===== src/rtl/memory_layer_winner_search_if.sv =====
// Bundles the control/result handshake and the distance-memory read port of the
// winner search. The slave side is the search engine; the master side is whoever
// issues start and serves the distance/validity memory.
interface memory_layer_winner_search_if #(
    parameter int DIST_W = 16
);
    logic              start;
    logic [31:0]       class_i;
    logic [DIST_W-1:0] sim_th;
    logic [31:0]       rd_node;
    logic [31:0]       rd_class;
    logic [DIST_W-1:0] rd_dist;
    logic              rd_valid;
    logic              busy;
    logic              done;
    logic [31:0]       node1;
    logic [31:0]       node2;
    logic [31:0]       class_o;
    logic [DIST_W-1:0] win_dist;
    logic              en_connection;
    logic              new_node;

    modport master (
        output start, class_i, sim_th, rd_dist, rd_valid,
        input  rd_node, rd_class, busy, done, node1, node2, class_o, win_dist,
               en_connection, new_node
    );

    modport slave (
        input  start, class_i, sim_th, rd_dist, rd_valid,
        output rd_node, rd_class, busy, done, node1, node2, class_o, win_dist,
               en_connection, new_node
    );
endinterface


===== src/rtl/memory_layer_winner_search.sv =====
// Memory-layer winner search: scans nodes 1..NODE_COUNT-1 of one class, keeps the
// nearest and second-nearest valid node, then either requests a connection between
// them or requests insertion of a new node.
//
// state  | meaning
// IDLE   | waiting for start; result outputs hold the last search
// SCAN   | presenting rd_node 1..NODE_COUNT-1, evaluating data for rd_node-1
// DRAIN  | evaluating the data returned for the last node
// RESULT | result outputs valid, done and decision pulses high for this cycle
module memory_layer_winner_search #(
    parameter int NODE_COUNT  = 8,
    parameter int CLASS_COUNT = 4,
    parameter int DIST_W      = 16
) (
    input logic                         clk,
    input logic                         rst_n,
    memory_layer_winner_search_if.slave bus
);
    localparam logic [31:0] LAST_NODE = 32'(NODE_COUNT - 1);
    localparam logic [31:0] IDX_NONE  = '1;

    if (NODE_COUNT < 3 || CLASS_COUNT < 2) begin : g_param_check
        $error("memory_layer_winner_search: NODE_COUNT must be >= 3 and CLASS_COUNT >= 2");
    end

    typedef enum logic [1:0] {IDLE, SCAN, DRAIN, RESULT} state_t;

    state_t            state_q, state_d;
    logic [31:0]       rd_node_q;
    logic [31:0]       class_q;
    logic [DIST_W-1:0] sim_th_q;
    logic [DIST_W-1:0] best1_q, best1_d, best2_q, best2_d;
    logic [31:0]       idx1_q, idx1_d, idx2_q, idx2_d;
    logic [31:0]       node1_q, node2_q, class_o_q;
    logic [DIST_W-1:0] win_dist_q;
    logic              eval_en;
    logic [31:0]       eval_node;
    logic              no_match;

    // State register.
    always_ff @(posedge clk) begin
        if (!rst_n) state_q <= IDLE;
        else        state_q <= state_d;
    end

    // Next-state logic.
    always_comb begin
        state_d = state_q;
        case (state_q)
            IDLE:    if (bus.start) state_d = SCAN;
            SCAN:    if (rd_node_q == LAST_NODE) state_d = DRAIN;
            DRAIN:   state_d = RESULT;
            RESULT:  state_d = IDLE;
            default: state_d = IDLE;
        endcase
    end

    // Output decode: status, done and the mutually exclusive decision pulses.
    always_comb begin
        bus.busy          = (state_q != IDLE);
        bus.done          = (state_q == RESULT);
        no_match          = (node1_q == IDX_NONE) || (win_dist_q > sim_th_q);
        bus.new_node      = (state_q == RESULT) && no_match;
        bus.en_connection = (state_q == RESULT) && !no_match
                            && !node2_q[31] && (node2_q != 32'd0);
    end

    // Evaluate the returned distance against the running best two (strict compare,
    // so on equal distances the earlier, lower-index node keeps its place).
    always_comb begin
        eval_en   = 1'b0;
        eval_node = '0;
        best1_d   = best1_q;
        best2_d   = best2_q;
        idx1_d    = idx1_q;
        idx2_d    = idx2_q;
        if (state_q == SCAN && rd_node_q != 32'd1) begin
            eval_en   = 1'b1;
            eval_node = rd_node_q - 32'd1;
        end else if (state_q == DRAIN) begin
            eval_en   = 1'b1;
            eval_node = LAST_NODE;
        end
        if (eval_en && bus.rd_valid) begin
            if (bus.rd_dist < best1_q) begin
                best2_d = best1_q;
                idx2_d  = idx1_q;
                best1_d = bus.rd_dist;
                idx1_d  = eval_node;
            end else if (bus.rd_dist < best2_q) begin
                best2_d = bus.rd_dist;
                idx2_d  = eval_node;
            end
        end
    end

    // Datapath: latch request, walk the read address, track best two, publish result.
    always_ff @(posedge clk) begin
        if (!rst_n) begin
            rd_node_q  <= '0;
            class_q    <= '0;
            sim_th_q   <= '0;
            best1_q    <= '1;
            best2_q    <= '1;
            idx1_q     <= IDX_NONE;
            idx2_q     <= IDX_NONE;
            node1_q    <= IDX_NONE;
            node2_q    <= IDX_NONE;
            class_o_q  <= '0;
            win_dist_q <= '1;
        end else begin
            case (state_q)
                IDLE: begin
                    if (bus.start) begin
                        class_q   <= bus.class_i;
                        sim_th_q  <= bus.sim_th;
                        best1_q   <= '1;
                        best2_q   <= '1;
                        idx1_q    <= IDX_NONE;
                        idx2_q    <= IDX_NONE;
                        rd_node_q <= 32'd1;
                    end
                end
                SCAN: begin
                    best1_q   <= best1_d;
                    best2_q   <= best2_d;
                    idx1_q    <= idx1_d;
                    idx2_q    <= idx2_d;
                    rd_node_q <= (rd_node_q == LAST_NODE) ? 32'd0 : rd_node_q + 32'd1;
                end
                DRAIN: begin
                    best1_q    <= best1_d;
                    best2_q    <= best2_d;
                    idx1_q     <= idx1_d;
                    idx2_q     <= idx2_d;
                    node1_q    <= idx1_d;
                    node2_q    <= idx2_d;
                    win_dist_q <= best1_d;
                    class_o_q  <= class_q;
                end
                default: begin
                end
            endcase
        end
    end

    assign bus.rd_node  = rd_node_q;
    assign bus.rd_class = class_q;
    assign bus.node1    = node1_q;
    assign bus.node2    = node2_q;
    assign bus.class_o  = class_o_q;
    assign bus.win_dist = win_dist_q;
endmodule


===== src/flat_wrapper.sv =====
// flat-port wrapper written by rule: the top's interface ports become plain ports
module memory_layer_winner_search_flat 
#(
    parameter int NODE_COUNT  = 8,
    parameter int CLASS_COUNT = 4,
    parameter int DIST_W      = 16
)
  (clk, rst_n, bus_start, bus_class_i, bus_sim_th, bus_rd_dist, bus_rd_valid, bus_rd_node, bus_rd_class, bus_busy, bus_done, bus_node1, bus_node2, bus_class_o, bus_win_dist, bus_en_connection, bus_new_node);
  memory_layer_winner_search_if #(.DIST_W(DIST_W)) bus_i ();
  input logic clk;
  input logic rst_n;
  input wire logic [$bits(bus_i.start)-1:0] bus_start;
  input wire logic [$bits(bus_i.class_i)-1:0] bus_class_i;
  input wire logic [$bits(bus_i.sim_th)-1:0] bus_sim_th;
  input wire logic [$bits(bus_i.rd_dist)-1:0] bus_rd_dist;
  input wire logic [$bits(bus_i.rd_valid)-1:0] bus_rd_valid;
  output wire logic [$bits(bus_i.rd_node)-1:0] bus_rd_node;
  output wire logic [$bits(bus_i.rd_class)-1:0] bus_rd_class;
  output wire logic [$bits(bus_i.busy)-1:0] bus_busy;
  output wire logic [$bits(bus_i.done)-1:0] bus_done;
  output wire logic [$bits(bus_i.node1)-1:0] bus_node1;
  output wire logic [$bits(bus_i.node2)-1:0] bus_node2;
  output wire logic [$bits(bus_i.class_o)-1:0] bus_class_o;
  output wire logic [$bits(bus_i.win_dist)-1:0] bus_win_dist;
  output wire logic [$bits(bus_i.en_connection)-1:0] bus_en_connection;
  output wire logic [$bits(bus_i.new_node)-1:0] bus_new_node;
  assign bus_i.start = bus_start;
  assign bus_i.class_i = bus_class_i;
  assign bus_i.sim_th = bus_sim_th;
  assign bus_i.rd_dist = bus_rd_dist;
  assign bus_i.rd_valid = bus_rd_valid;
  assign bus_rd_node = bus_i.rd_node;
  assign bus_rd_class = bus_i.rd_class;
  assign bus_busy = bus_i.busy;
  assign bus_done = bus_i.done;
  assign bus_node1 = bus_i.node1;
  assign bus_node2 = bus_i.node2;
  assign bus_class_o = bus_i.class_o;
  assign bus_win_dist = bus_i.win_dist;
  assign bus_en_connection = bus_i.en_connection;
  assign bus_new_node = bus_i.new_node;
  memory_layer_winner_search #(.NODE_COUNT(NODE_COUNT), .CLASS_COUNT(CLASS_COUNT), .DIST_W(DIST_W)) u_core (.clk(clk), .rst_n(rst_n), .bus(bus_i));
endmodule

===== config.mk =====
export PLATFORM = sky130hd
export DESIGN_NAME = memory_layer_winner_search_flat
export DESIGN_NICKNAME = d
export VERILOG_FILES = /design/src/rtl/memory_layer_winner_search_if.sv /design/src/rtl/memory_layer_winner_search.sv /design/src/flat_wrapper.sv
export SDC_FILE = /design/constraint.sdc
export NUM_CORES = 1
export LEC_CHECK = 0
export BUFFER_PORTS_ARGS = -buffer_cell sky130_fd_sc_hd__buf_2
export CAP_MARGIN = 10
export CORE_MARGIN = 2
export CORE_UTILIZATION = 51
export DETAILED_ROUTE_END_ITERATION = 7
export GPL_TIMING_DRIVEN = 0
export PLACE_DENSITY = 0.77
export SLEW_MARGIN = 15
export SYNTH_ARGS = -nofsm -noshare
export SYNTH_HDL_FRONTEND = slang
export SYNTH_SLANG_ARGS = --single-unit

===== constraint.sdc =====
create_clock -name clk -period 2.7 [get_ports clk]
set_input_delay 0.27 -clock clk [delete_from_list [all_inputs] [get_ports clk]]
set_output_delay 0.27 -clock clk [all_outputs]
set_load 0.005 [all_outputs]

==> impl_metrics.json <==
{
  "outcome": "finished with violations",
  "violations": "negative setup slack",
  "leakagePower_nw": 8.11,
  "worstSetupStartpointType": "flop",
  "layout_commonest_cell": "buf_2",
  "fin_crit_ps": 3190,
  "clock.fmax_ghz": 0.313,
  "min_path_cells": 2,
  "fin_cells": 2409,
  "worstMarginPinSlew_ps": 1010,
  "core_sq_um": 26800,
  "synthFlopType": "dfxtp_1",
  "cts.clk_slew.worst_paths_ps": 70,
  "viasPerCell": 6.52,
  "worst_slew_margin_rel_pct": 32.8,
  "synth_top_area_share_pct": 41.9,
  "root_buffer": "clkbuf_16",
  "final_nets": 2164,
  "die_w_um": 169,
  "grt_setup_unrepaired": "true",
  "cp.required_ps": 3120,
  "most-common-layout-cells": "buf_2, dfxtp_1, nand2_1",
  "final-hold-violation-count": 0,
  "r2r_setup_slack_ps": -490,
  "layout-drive-gt1-share_pct": 34.7,
  "antenna_found_initial": 3,
  "ir_drop_uv": 573,
  "htreeDepth": 1,
  "r2r_end": "u_core.bus.node1[30]",
  "avgSynthCellArea_sq_um": 8.47,
  "maxCapViolCount": 0,
  "layout_setup_ws_ps": -494,
  "rr_startpoint": "u_core.best1_q[5]",
  "drt_iter0_markers": 1883,
  "ys_seq_elements": 290,
  "cp.arrival_ps": 3620,
  "clockBufferDepth": 3,
  "io_buffers": 246,
  "synth_top_area_cell": "dfxtp_1",
  "num_rows": 60,
  "internal-power_mw": 10.4,
  "wl_per_cell_um": 24.2,
  "worstSetupPathType": "reg -> reg",
  "areaGrowthSynthToFinish_pct": 42.4,
  "p_clk_share_pct": 24.8,
  "ys_types": 64,
  "power_frac_seq_pct": 29.8,
  "drc": 0,
  "cts_sinks": 290,
  "grt_use_total_pct": 34.7,
  "yosysSeqAreaShare_pct": 41.9,
  "p_total_mw": 17.3,
  "io_pins": 248,
  "setup_viol": 178,
  "dp_cells": 2221,
  "cp-end-kind": "flop",
  "hpwl_mm": 34.2,
  "grt_pass1_wl_mm": 78.9,
  "power_switching_mw": 6.94,
  "drtPass1Iterations": 8,
  "syn-instance-count": 1634,
  "yosys_warnings": 0,
  "synth_nets": 1755,
  "cts_tree": "built",
  "hp-start": "bus_rd_dist[6]",
  "gp_congestion": 1.00,
  "post-route-period-util_pct": 118,
  "globalRouteOverflowTotal": 0,
  "grt_max_degree": 15,
  "die-area_sq_um": 28500,
  "clkLatencyLatePin_ps": 580,
  "hold_class": "in -> reg",
  "wl_mm": 58.2,
  "numCtsBuffers": 30,
  "postRouteAntennaNets": 0,
  "pre_cts_slack_ps": -980,
  "ys_top_cells_by_area": "dfxtp_1, nand2_1, ha_1",
  "syn-cell-area_sq_um": 13800,
  "routed-via-count": 15700,
  "ff2ff_path_depth": 10,
  "n_fill_cell": 1788,
  "clock-skew-final_ps": 21.6,
  "crit_fanout": 7,
  "grt_pass1_vias": 14600,
  "cellPowerDensity_nw_per_um2": 879,
  "async_flop_share_pct": 0,
  "power_frac_comb_pct": 45.4,
  "die_y_um": 169,
  "holdPathEnd": "u_core.best1_q[6]",
  "synth_edf_count": 0,
  "start_util_pct": 51.6,
  "slew_violations": 0,
  "p_sw_share_pct": 40.1
}
-- sequential cells by signal (all words and copies together) (netlist names) --
signal,cells
u_core.idx2_q,32
u_core.bus.rd_node,32
u_core.sim_th_q,16
u_core.bus.class_o,32
u_core.state_q,2
u_core.best2_q,16
u_core.best1_q,16
u_core.bus.node2,32
u_core.bus.rd_class,32
u_core.idx1_q,32
u_core.bus.node1,32
u_core.bus.win_dist,16
-- power by group through the flow --
stage	sequential, mW	clock, mW	combinational (mW)
after floorplan	5.12	0	3.51
after global placement	5.19	0	5.15
after detailed placement	5.21	0	5.24
after CTS	5.10	4.26	6.36
after global routing	5.19	4.44	8.19
final	5.17	4.30	7.86
-- logic make-up after synthesis --
kind of cell,count (synthesis),share of synthesized area (%)
buf+inv,185,5.88
fa+ha+maj,53,4.79
xor+xnor,45,2.85
mux,49,3.55
simple gates,602,20.4
compound gates,410,20.6
flops,290,41.9
-- final cells by class --
cell class                      instances  area [sq um]  area share (%)
Multi-Input combinational cell       1159          8610            43.7
Clock buffer                           47           936            4.75
Clock inverter                          9          78.8           0.400
Buffer                                116           840            4.26
Sequential cell                       290          5870            29.8
Inverter                               58           220            1.12
Antenna cell                            1          2.50          0.0127
Tap cell                              341           427            2.17
Timing Repair Buffer                  388          2720            13.8
-- what timing repair did --
| action | in CTS | in global routing |
|---|---|---|
| endpoints found under the hold margin | 48 | 0 |
| setup buffers | 58 | 24 |
| hold buffers | 48 | 0 |
| endpoints found under the setup margin | 220 | 206 |
| gates cloned | 6 | 6 |
| gates resized for setup | 231 | 211 |
| pin swaps | 72 | 59 |
-- worst max-delay path, stage by stage (launching register included) --
cell       delay [ps]
dfxtp_2           350
inv_2              50
ha_4              240
a21oi_1           220
o21ai_0           380
a2bb2oi_1         490
nand3_4           230
a21oi_4           410
buf_8             180
nand2_1            60
a32oi_1           440
-- stage by stage --
stage | utilization, % | hold slack [ps] | TNS (ps) | cell area (sq um)
after floorplan | - | 406 | -69.8 | 13900
after global placement | 58.0 | 444 | -111920 | 15500
after detailed placement | 58.0 | 447 | -122680 | 15500
after CTS | 69.0 | 2.26 | -10110 | 18500
after global routing | 73.5 | 18.9 | -53250 | 19700
final | 73.5 | 20.1 | -49120 | 19700
-- Yosys cell counts, types with 22 or more instances --
library cell  instances
dfxtp_1             290
nand2_1             210
nor2_1              155
a21oi_1             110
clkbuf_1             83
inv_1                57
nor3_1               55
ha_1                 53
a2bb2oi_1            50
mux2i_1              48
a31oi_1              42
a32oi_1              41
o21ai_1              39
o22a_1               39
nand4_1              35
nor4_1               28
nor2b_1              23
xor2_1               23
xnor2_1              22
-- how the worst max path moves through the flow --
stage	slack, ps	endpoint	startpoint
floorplan	-10	u_core.idx2_q[16]	u_core.bus.rd_node[4]
global placement	-910	u_core.bus.node2[30]	bus_rd_dist[1]
detailed placement	-980	u_core.bus.node2[30]	bus_rd_dist[1]
CTS	-160	u_core.idx1_q[27]	u_core.bus.rd_node[1]
global route	-560	u_core.bus.node1[30]	u_core.best1_q[5]
finish	-490	u_core.bus.node1[30]	u_core.best1_q[5]
-- layer usage --
layer | vias to the layer above | track usage, % | wire, um
met5 | - | 0 | 12
met4 | 2 | 20.5 | 4500
met3 | 368 | 6.24 | 7210
met2 | 1267 | 57.2 | 26200
met1 | 7342 | 42.7 | 20300
li1 | 6725 | - | -
No activity file was read; power rests on OpenSTA's default activity.
